<file path="config.mk">
export PLATFORM = sky130hd
export DESIGN_NAME = lifo_stack
export DESIGN_NICKNAME = d
export VERILOG_FILES = /design/src/rtl/lifo_stack_pkg.sv /design/src/rtl/lifo_stack_mem.sv /design/src/rtl/lifo_stack.sv
export SDC_FILE = /design/constraint.sdc
export NUM_CORES = 1
export LEC_CHECK = 0
export ABC_AREA = 1
export BUFFER_PORTS_ARGS = -buffer_cell sky130_fd_sc_hd__buf_2
export CAP_MARGIN = 20
export CELL_PAD_IN_SITES_DETAIL_PLACEMENT = 1
export CELL_PAD_IN_SITES_GLOBAL_PLACEMENT = 2
export CORE_UTILIZATION = 37
export CTS_BUF_LIST = sky130_fd_sc_hd__clkbuf_8
export CTS_CLUSTER_DIAMETER = 150
export DETAILED_ROUTE_END_ITERATION = 10
export HOLD_SLACK_MARGIN = 0.03
export PLACE_DENSITY = 0.82
export SETUP_SLACK_MARGIN = 0.4
export SLEW_MARGIN = 20
export SYNTH_ARGS = -nofsm -noshare
export SYNTH_HDL_FRONTEND = slang
export SYNTH_SLANG_ARGS = --single-unit
</file>
<file path="constraint.sdc">
create_clock -name clk -period 2.8 [get_ports clk]
set_clock_uncertainty 0.1 [all_clocks]
set_input_delay 0.56 -clock clk [delete_from_list [all_inputs] [get_ports clk]]
set_output_delay 0.56 -clock clk [all_outputs]
set_load 0.1 [all_outputs]
</file>
<file path="src/rtl/lifo_stack_pkg.sv">
// lifo_stack_pkg: {push,pop} operation codes and the count-width helper for lifo_stack
package lifo_stack_pkg;
  localparam logic [1:0] OP_IDLE = 2'b00;
  localparam logic [1:0] OP_PUSH = 2'b10;
  localparam logic [1:0] OP_POP  = 2'b01;
  localparam logic [1:0] OP_REPL = 2'b11;
  function automatic int cnt_w(input int depth);
    return $clog2(depth) + 1;
  endfunction
endpackage

</file>
<file path="src/rtl/lifo_stack_mem.sv">
// lifo_stack_mem: DEPTH x WIDTH register array with one synchronous write port and one asynchronous read port, no reset
module lifo_stack_mem #(
  parameter int WIDTH = 8,
  parameter int DEPTH = 16
) (
  input  logic                     clk,
  input  logic                     we,
  input  logic [$clog2(DEPTH)-1:0] waddr,
  input  logic [WIDTH-1:0]         wdata,
  input  logic [$clog2(DEPTH)-1:0] raddr,
  output logic [WIDTH-1:0]         rdata
);
  logic [WIDTH-1:0] mem [DEPTH];
  always_ff @(posedge clk)
    if (we) mem[waddr] <= wdata;
  assign rdata = mem[raddr];
endmodule

</file>
<file path="src/rtl/lifo_stack.sv">
// lifo_stack: parametrised LIFO with peek, replace-top, overflow/underflow pulses; LIFO_STACK_STICKY_ERR_EN makes error sticky until err_clr
module lifo_stack
  import lifo_stack_pkg::*;
#(
  parameter int WIDTH = 8,
  parameter int DEPTH = 16
) (
  input  logic                      clk,
  input  logic                      reset,
  input  logic                      push,
  input  logic                      pop,
  input  logic                      err_clr,
  input  logic [WIDTH-1:0]          data_in,
  output logic [WIDTH-1:0]          data_out,
  output logic [WIDTH-1:0]          top,
  output logic [cnt_w(DEPTH)-1:0]   count,
  output logic                      empty,
  output logic                      full,
  output logic                      overflow,
  output logic                      underflow,
  output logic                      error
);
  localparam int AW = $clog2(DEPTH);
  localparam int CW = cnt_w(DEPTH);
  logic [1:0]       op;
  logic [AW-1:0]    top_idx;
  logic [AW-1:0]    waddr;
  logic [WIDTH-1:0] rd;
  logic             we;
  logic             ovf_n;
  logic             unf_n;
  assign op      = {push, pop};
  assign empty   = count == CW'(0);
  assign full    = count == CW'(DEPTH);
  assign top_idx = count[AW-1:0] - AW'(1);
  assign top     = empty ? '0 : rd;
  assign we      = (op == OP_PUSH && !full) || (op == OP_REPL && !empty);
  assign waddr   = op == OP_PUSH ? count[AW-1:0] : top_idx;
  assign ovf_n   = op == OP_PUSH && full;
  assign unf_n   = op == OP_POP && empty;
  lifo_stack_mem #(.WIDTH(WIDTH), .DEPTH(DEPTH)) u_mem (
    .clk  (clk),
    .we   (we),
    .waddr(waddr),
    .wdata(data_in),
    .raddr(top_idx),
    .rdata(rd)
  );
  always_ff @(posedge clk)
    if (reset) begin
      count     <= '0;
      data_out  <= '0;
      overflow  <= 1'b0;
      underflow <= 1'b0;
    end else begin
      overflow  <= ovf_n;
      underflow <= unf_n;
      count     <= op == OP_PUSH && !full ? count + CW'(1) :
                   op == OP_POP && !empty ? count - CW'(1) : count;
      data_out  <= op == OP_REPL && empty ? data_in :
                   (op == OP_REPL || op == OP_POP) && !empty ? rd : data_out;
    end
`ifdef LIFO_STACK_STICKY_ERR_EN
  logic err_r;
  always_ff @(posedge clk)
    if (reset) err_r <= 1'b0;
    else       err_r <= ovf_n || unf_n ? 1'b1 : err_clr ? 1'b0 : err_r;
  assign error = err_r;
`else
  logic unused_err_clr;
  assign unused_err_clr = err_clr;
  assign error = overflow | underflow;
`endif
endmodule

</file>
# Word-level counts from Yosys, hierarchy flattened
# Memories as Yosys holds them, arrays and structs flattened.
# Index checks and enable logic that the tools add are counted.
[op_classes] add_sub_neg=3 eq_ne=4 mux=8 bitwise=1 reduce_logical=14
[op_table] operator="two-way mux 8 bit" n=3
[op_table] operator="two-way mux 5 bit" n=2
[op_table] operator="logical AND 1 bit" n=7
[op_table] operator="adder 5 x 1 -> 5 bit (second input constant)" n=1
[op_table] operator="equality test 5 bit (second input constant)" n=1
[op_table] operator="logical NOT 5 bit" n=1
[op_table] operator="subtractor 5 x 1 -> 5 bit (second input constant)" n=1
[op_table] operator="equality test 2 bit (second input constant)" n=2
[op_table] operator="two-way mux 4 bit" n=1
[op_table] operator="nonzero test 2 bit" n=2
[op_table] operator="subtractor 4 x 1 -> 4 bit (second input constant)" n=1
[op_table] operator="equality test 2 x 1 -> 1 bit (second input constant)" n=1
[op_table] operator="logical NOT 1 bit" n=2
[op_table] operator="logical OR 1 bit" n=2
[op_table] operator="two-way mux 1 bit" n=2
[op_table] operator="OR 1 bit" n=1
[totals] reg_bits=15 mem_bits_rw=128 word_cells=35 mem_count=1
[mem_list] memory="u_mem.mem" depth=16 word_bits=8 rd=1 rd_clocked_by_memory_dff=0 wr=1 line="lifo_stack_mem.sv:13" source="logic [WIDTH-1:0] mem [DEPTH];"

# Logic depth before layout (Yosys ltp)
[depth] word_depth=6 depth_mapped=16 mapped_depth_nobuf=13

# Modules after synthesis
# Synthesis repeated with hierarchy kept, for this count alone.
[unflattened] hier_cells=693 area_unflattened_um2=6627.6
[modules_own_cells] module="lifo_stack_mem" instances=1 cells_per_inst=543 area_each_um2=5606.6
[modules_own_cells] module="lifo_stack" instances=1 cells_per_inst=150 area_each_um2=1021.0

# Worst setup path before layout
# No wires, ideal clock.
[synth_timing] kind="register -> output" from="register count[0]" to="output port top[3]" arrival_time_ps=4195 slack_ps=-2055 path_stages_with_launch=13 n_path_buf=5 cell_sequence="dfxtp_1 buf_2 inv_2 buf_4 buf_2 ha_1 clkbuf_1 inv_1 buf_1 nand3_1 nand3_1 nand3_1 a21oi_1"
[synth_between] elab_chain_cells=3 elab_cells_between_ends=4 classes_between="1 x add/sub; 1 x mux; 1 x reduce/logical; 1 x memory"
[synth_rtl] item="start: declaration" line="lifo_stack.sv:16" source="output logic [cnt_w(DEPTH)-1:0] count,"
[synth_rtl] item="start signal: assignment" line="lifo_stack.sv:58" source="count <= op == OP_PUSH && !full ? count + CW'(1) :"
[synth_rtl] item="subtractor 4 x 1 -> 4 bit" line="lifo_stack.sv:35" source="assign top_idx = count[AW-1:0] - AW'(1);"
[synth_rtl] item="via top_idx[0]" line="lifo_stack.sv:26" source="logic [AW-1:0] top_idx;"
[synth_rtl] item="memory (16 x 8 bit)"
[synth_rtl] item="two-way mux 8 bit" line="lifo_stack.sv:36" source="assign top = empty ? '0 : rd;"
[synth_rtl] item="end: declaration" line="lifo_stack.sv:15" source="output logic [WIDTH-1:0] top,"
# The timed path passes the listed nets, and every way through them passes these cells.

# Worst setup path in the final report
[layout_timing] from="register count[1]" to="output port top[0]"
[layout_between] elab_chain_cells=3 elab_cells_between_ends=4 classes_between="1 x add/sub; 1 x mux; 1 x reduce/logical; 1 x memory"
[layout_rtl] item="subtractor 4 x 1 -> 4 bit" line="lifo_stack.sv:35"
[layout_rtl] item="memory (16 x 8 bit)"
[layout_rtl] item="two-way mux 8 bit (*)" line="lifo_stack.sv:36"
# Every way passes the cells marked *; elsewhere a longest branch is shown, timed or not.

==> metrics.csv <==
metric;value;unit
DR pass1 iterations;4;
max incr delay on CP;370;ps
share of cells above drive strength 1;34.4;%
area of the die;18200;um^2
CP startpoint kind;register;
RSZ-0062 raised after global routing;yes;
Req. time, crit path;2140;ps
Slew Limit Headroom;65.0;%
clock transition at the registers of the reported paths;80;ps
nets;779;
Multi-input gate area;2720;um^2
Fill cells;1823;
I/O pin count;39;
die width;135;um
remaining antenna violation count;0;
Clock Latency Late Sink;460;ps
post-route setup slack;-142;ps
max-slew violations;0;
hold depth;2;
slowest CP cell;dfxtp_4;
CP cell instances;clkinvlp_4 -> buf_4 -> ha_4 -> xor2_4 -> buf_12 -> nand3_4 -> nand3_4 -> a21oi_4 -> buf_12;
VDD IR-drop max;739;uV
maxcap violations;0;
GRT Total Usage;23.3;%
outcome;complete, but fails checks;
# setup viols final;8;
top cell type's share of synthesized area;58.8;%
post-DP HPWL;11600;um
number of port buffers;37;
WS Path Type;reg -> out;
Final min period;2940;ps
top cells by area, synth;edfxtp_1, nand2_1, nand3_1, inv_1, dfxtp_1;
global-route wire length before repair;30400;um
area leader, netlist;edfxtp_1;
worst hold slack;283;ps
failing checks;setup timing;
# hold bufs at CTS;0;
Seq cells post-synth;143;
Synth Cell Area;6540;um^2
Num CTS Buffers;17;
CTS tree;built;
Reg2Reg Depth;9;
per-cell routed wire length;20.1;um
Ant. Diodes;0;
Synth Instances;678;
syn avg cell area;9.65;um^2
final hold violations;0;
Die Height;135;um
Tcrit/Tclk final;105;%
Starting Density;37.8;%
via count;5016;
Synthesized Nets;697;
Hold Crit Class;in -> reg;
Max clock buf depth;2;
sequential cell area fraction in the yosys report;63.4;%
Yosys Warn Count;0;
Core ar.;17300;um^2
Pwr Density;937;nW/um^2
leakage;0.00376;uW
CTS root buf;clkbuf_8;
largest net degree at the start of global routing;71;
CP Data Arrival Time;2280;ps
worst slew pin tran;524;ps
CTS Sinks;143;
dpl ws;148;ps
crit-path max FO;17;
global placer's final weighted congestion;0.763;
crit path capture type;primary output;
synthesis-to-layout area growth;39.0;%
grt ovf;0;
row count;48;
timing-limited maximum frequency;340;MHz
Avg Vias per Cell;5.03;
# DRC;0;
Sequential cell area;4160;um^2
vias in the first global route;5438;
Routed WL;20000;um
synth unique cells;28;
initial DRC count;282;
initial antenna violation count;0;
H-tree levels;4;
-- cells in the final DEF, fill, tap and decap left out, drive strengths merged, types with 7 or more instances in the layout --
cell type / n
nand2: 195
o21ai: 12
inv: 118
clkinv: 7
edfxtp: 128
buf: 90
clkbuf: 17
dfxtp: 15
nor2: 30
nand3: 114
a21oi: 22
-- path summary, 6_finish.rpt --
| check | from | slack [ps] | endpoint |
|---|---|---|---|
| setup / recovery | count[1] | -140 | top[0] |
| hold / removal | reset | 280 | data_out[4] |
| setup reg to reg | count[1] | 440 | u_mem.mem[4][5] |
| hold reg to reg | data_out[4] | 370 | data_out[4] |
-- through the flow --
step | TNS, ps | instances | util (%) | area (um^2) | power (uW)
4_1_cts | -1120 | 991 | 51.2 | 8860 | 8360
3_5_place_dp | 0 | 920 | 44.9 | 7760 | 6180
2_1_floorplan | -1750 | 678 | - | 7320 | 5280
6_report | -965 | 998 | 52.6 | 9090 | 8520
3_3_place_gp | 0 | 920 | 44.9 | 7760 | 6120
5_1_grt | -1510 | 998 | 52.6 | 9090 | 8830
-- power by group --
group / internal (uW) / switching (uW)
registers: 2470 / 62.5
logic: 1440 / 2890
clock network: 859 / 799
-- layout make-up --
type / instances / share of cell area (%)
multi-input combinational: 390 / 29.9
clock inverter: 15 / 1.72
timing repair buffer: 90 / 11.4
sequential: 143 / 45.7
inverter: 117 / 5.26
timing repair inverter: 1 / 0.330
tap: 225 / 3.10
clock buffer: 17 / 2.57
-- cell usage after synthesis (all sizes together) --
cell,n
ha,5
nand3,114
fa,1
clkbuf,8
nor3,1
a21oi,22
nand4,3
inv,117
edfxtp,128
xnor2,3
nand2,195
or2,2
o21ai,12
buf,20
nor2,30
dfxtp,15
xor2,2
-- sequential cells by signal, indices dropped and copies added, names as in the netlist --
register and cells:
overflow 1, underflow 1, count 5, data_out 8, u_mem.mem 128
-- timing repair --
item,CTS,global route
gates resized for setup,39,27
pin swaps,36,20
setup endpoints to repair,138,139
buffers inserted,37,7
gates cloned,2,0
-- logic make-up (layout without fill, tap and decap cells) --
| family | Yosys count | count (layout) | synth area share [%] |
|---|---|---|---|
| AO/OA/AOI/OAI | 34 | 34 | 2.72 |
| XOR/XNOR | 5 | 5 | 0.899 |
| adder cells (fa/ha/maj) | 6 | 6 | 1.26 |
| buffers and inverters | 145 | 240 | 9.03 |
| flip-flops | 143 | 143 | 63.4 |
| AND/OR/NAND/NOR | 345 | 345 | 22.7 |
-- metal layers --
metal / share of wire [%] / GRT usage, % / vias up
met4: 2.0 / 8.18 / 0
met3: 3.2 / 4.65 / 27
li1: - / - / 2361
met5: 0 / 0 / -
met2: 54 / 41.9 / 94
met1: 41 / 27.5 / 2534
-- worst max-delay path, delay by kind of cell, from the launching register on --
| family | cells | cell delay (ps) |
|---|---|---|
| AOI/OAI and AO/OA | 1 | 210 |
| xor gates and xnor gates | 1 | 160 |
| adders and majority gates | 1 | 190 |
| buffers and inverters | 4 | 660 |
| DFF | 1 | 370 |
| and+or+nand+nor | 2 | 220 |
Note: power is estimated with default switching activity, not from simulation.
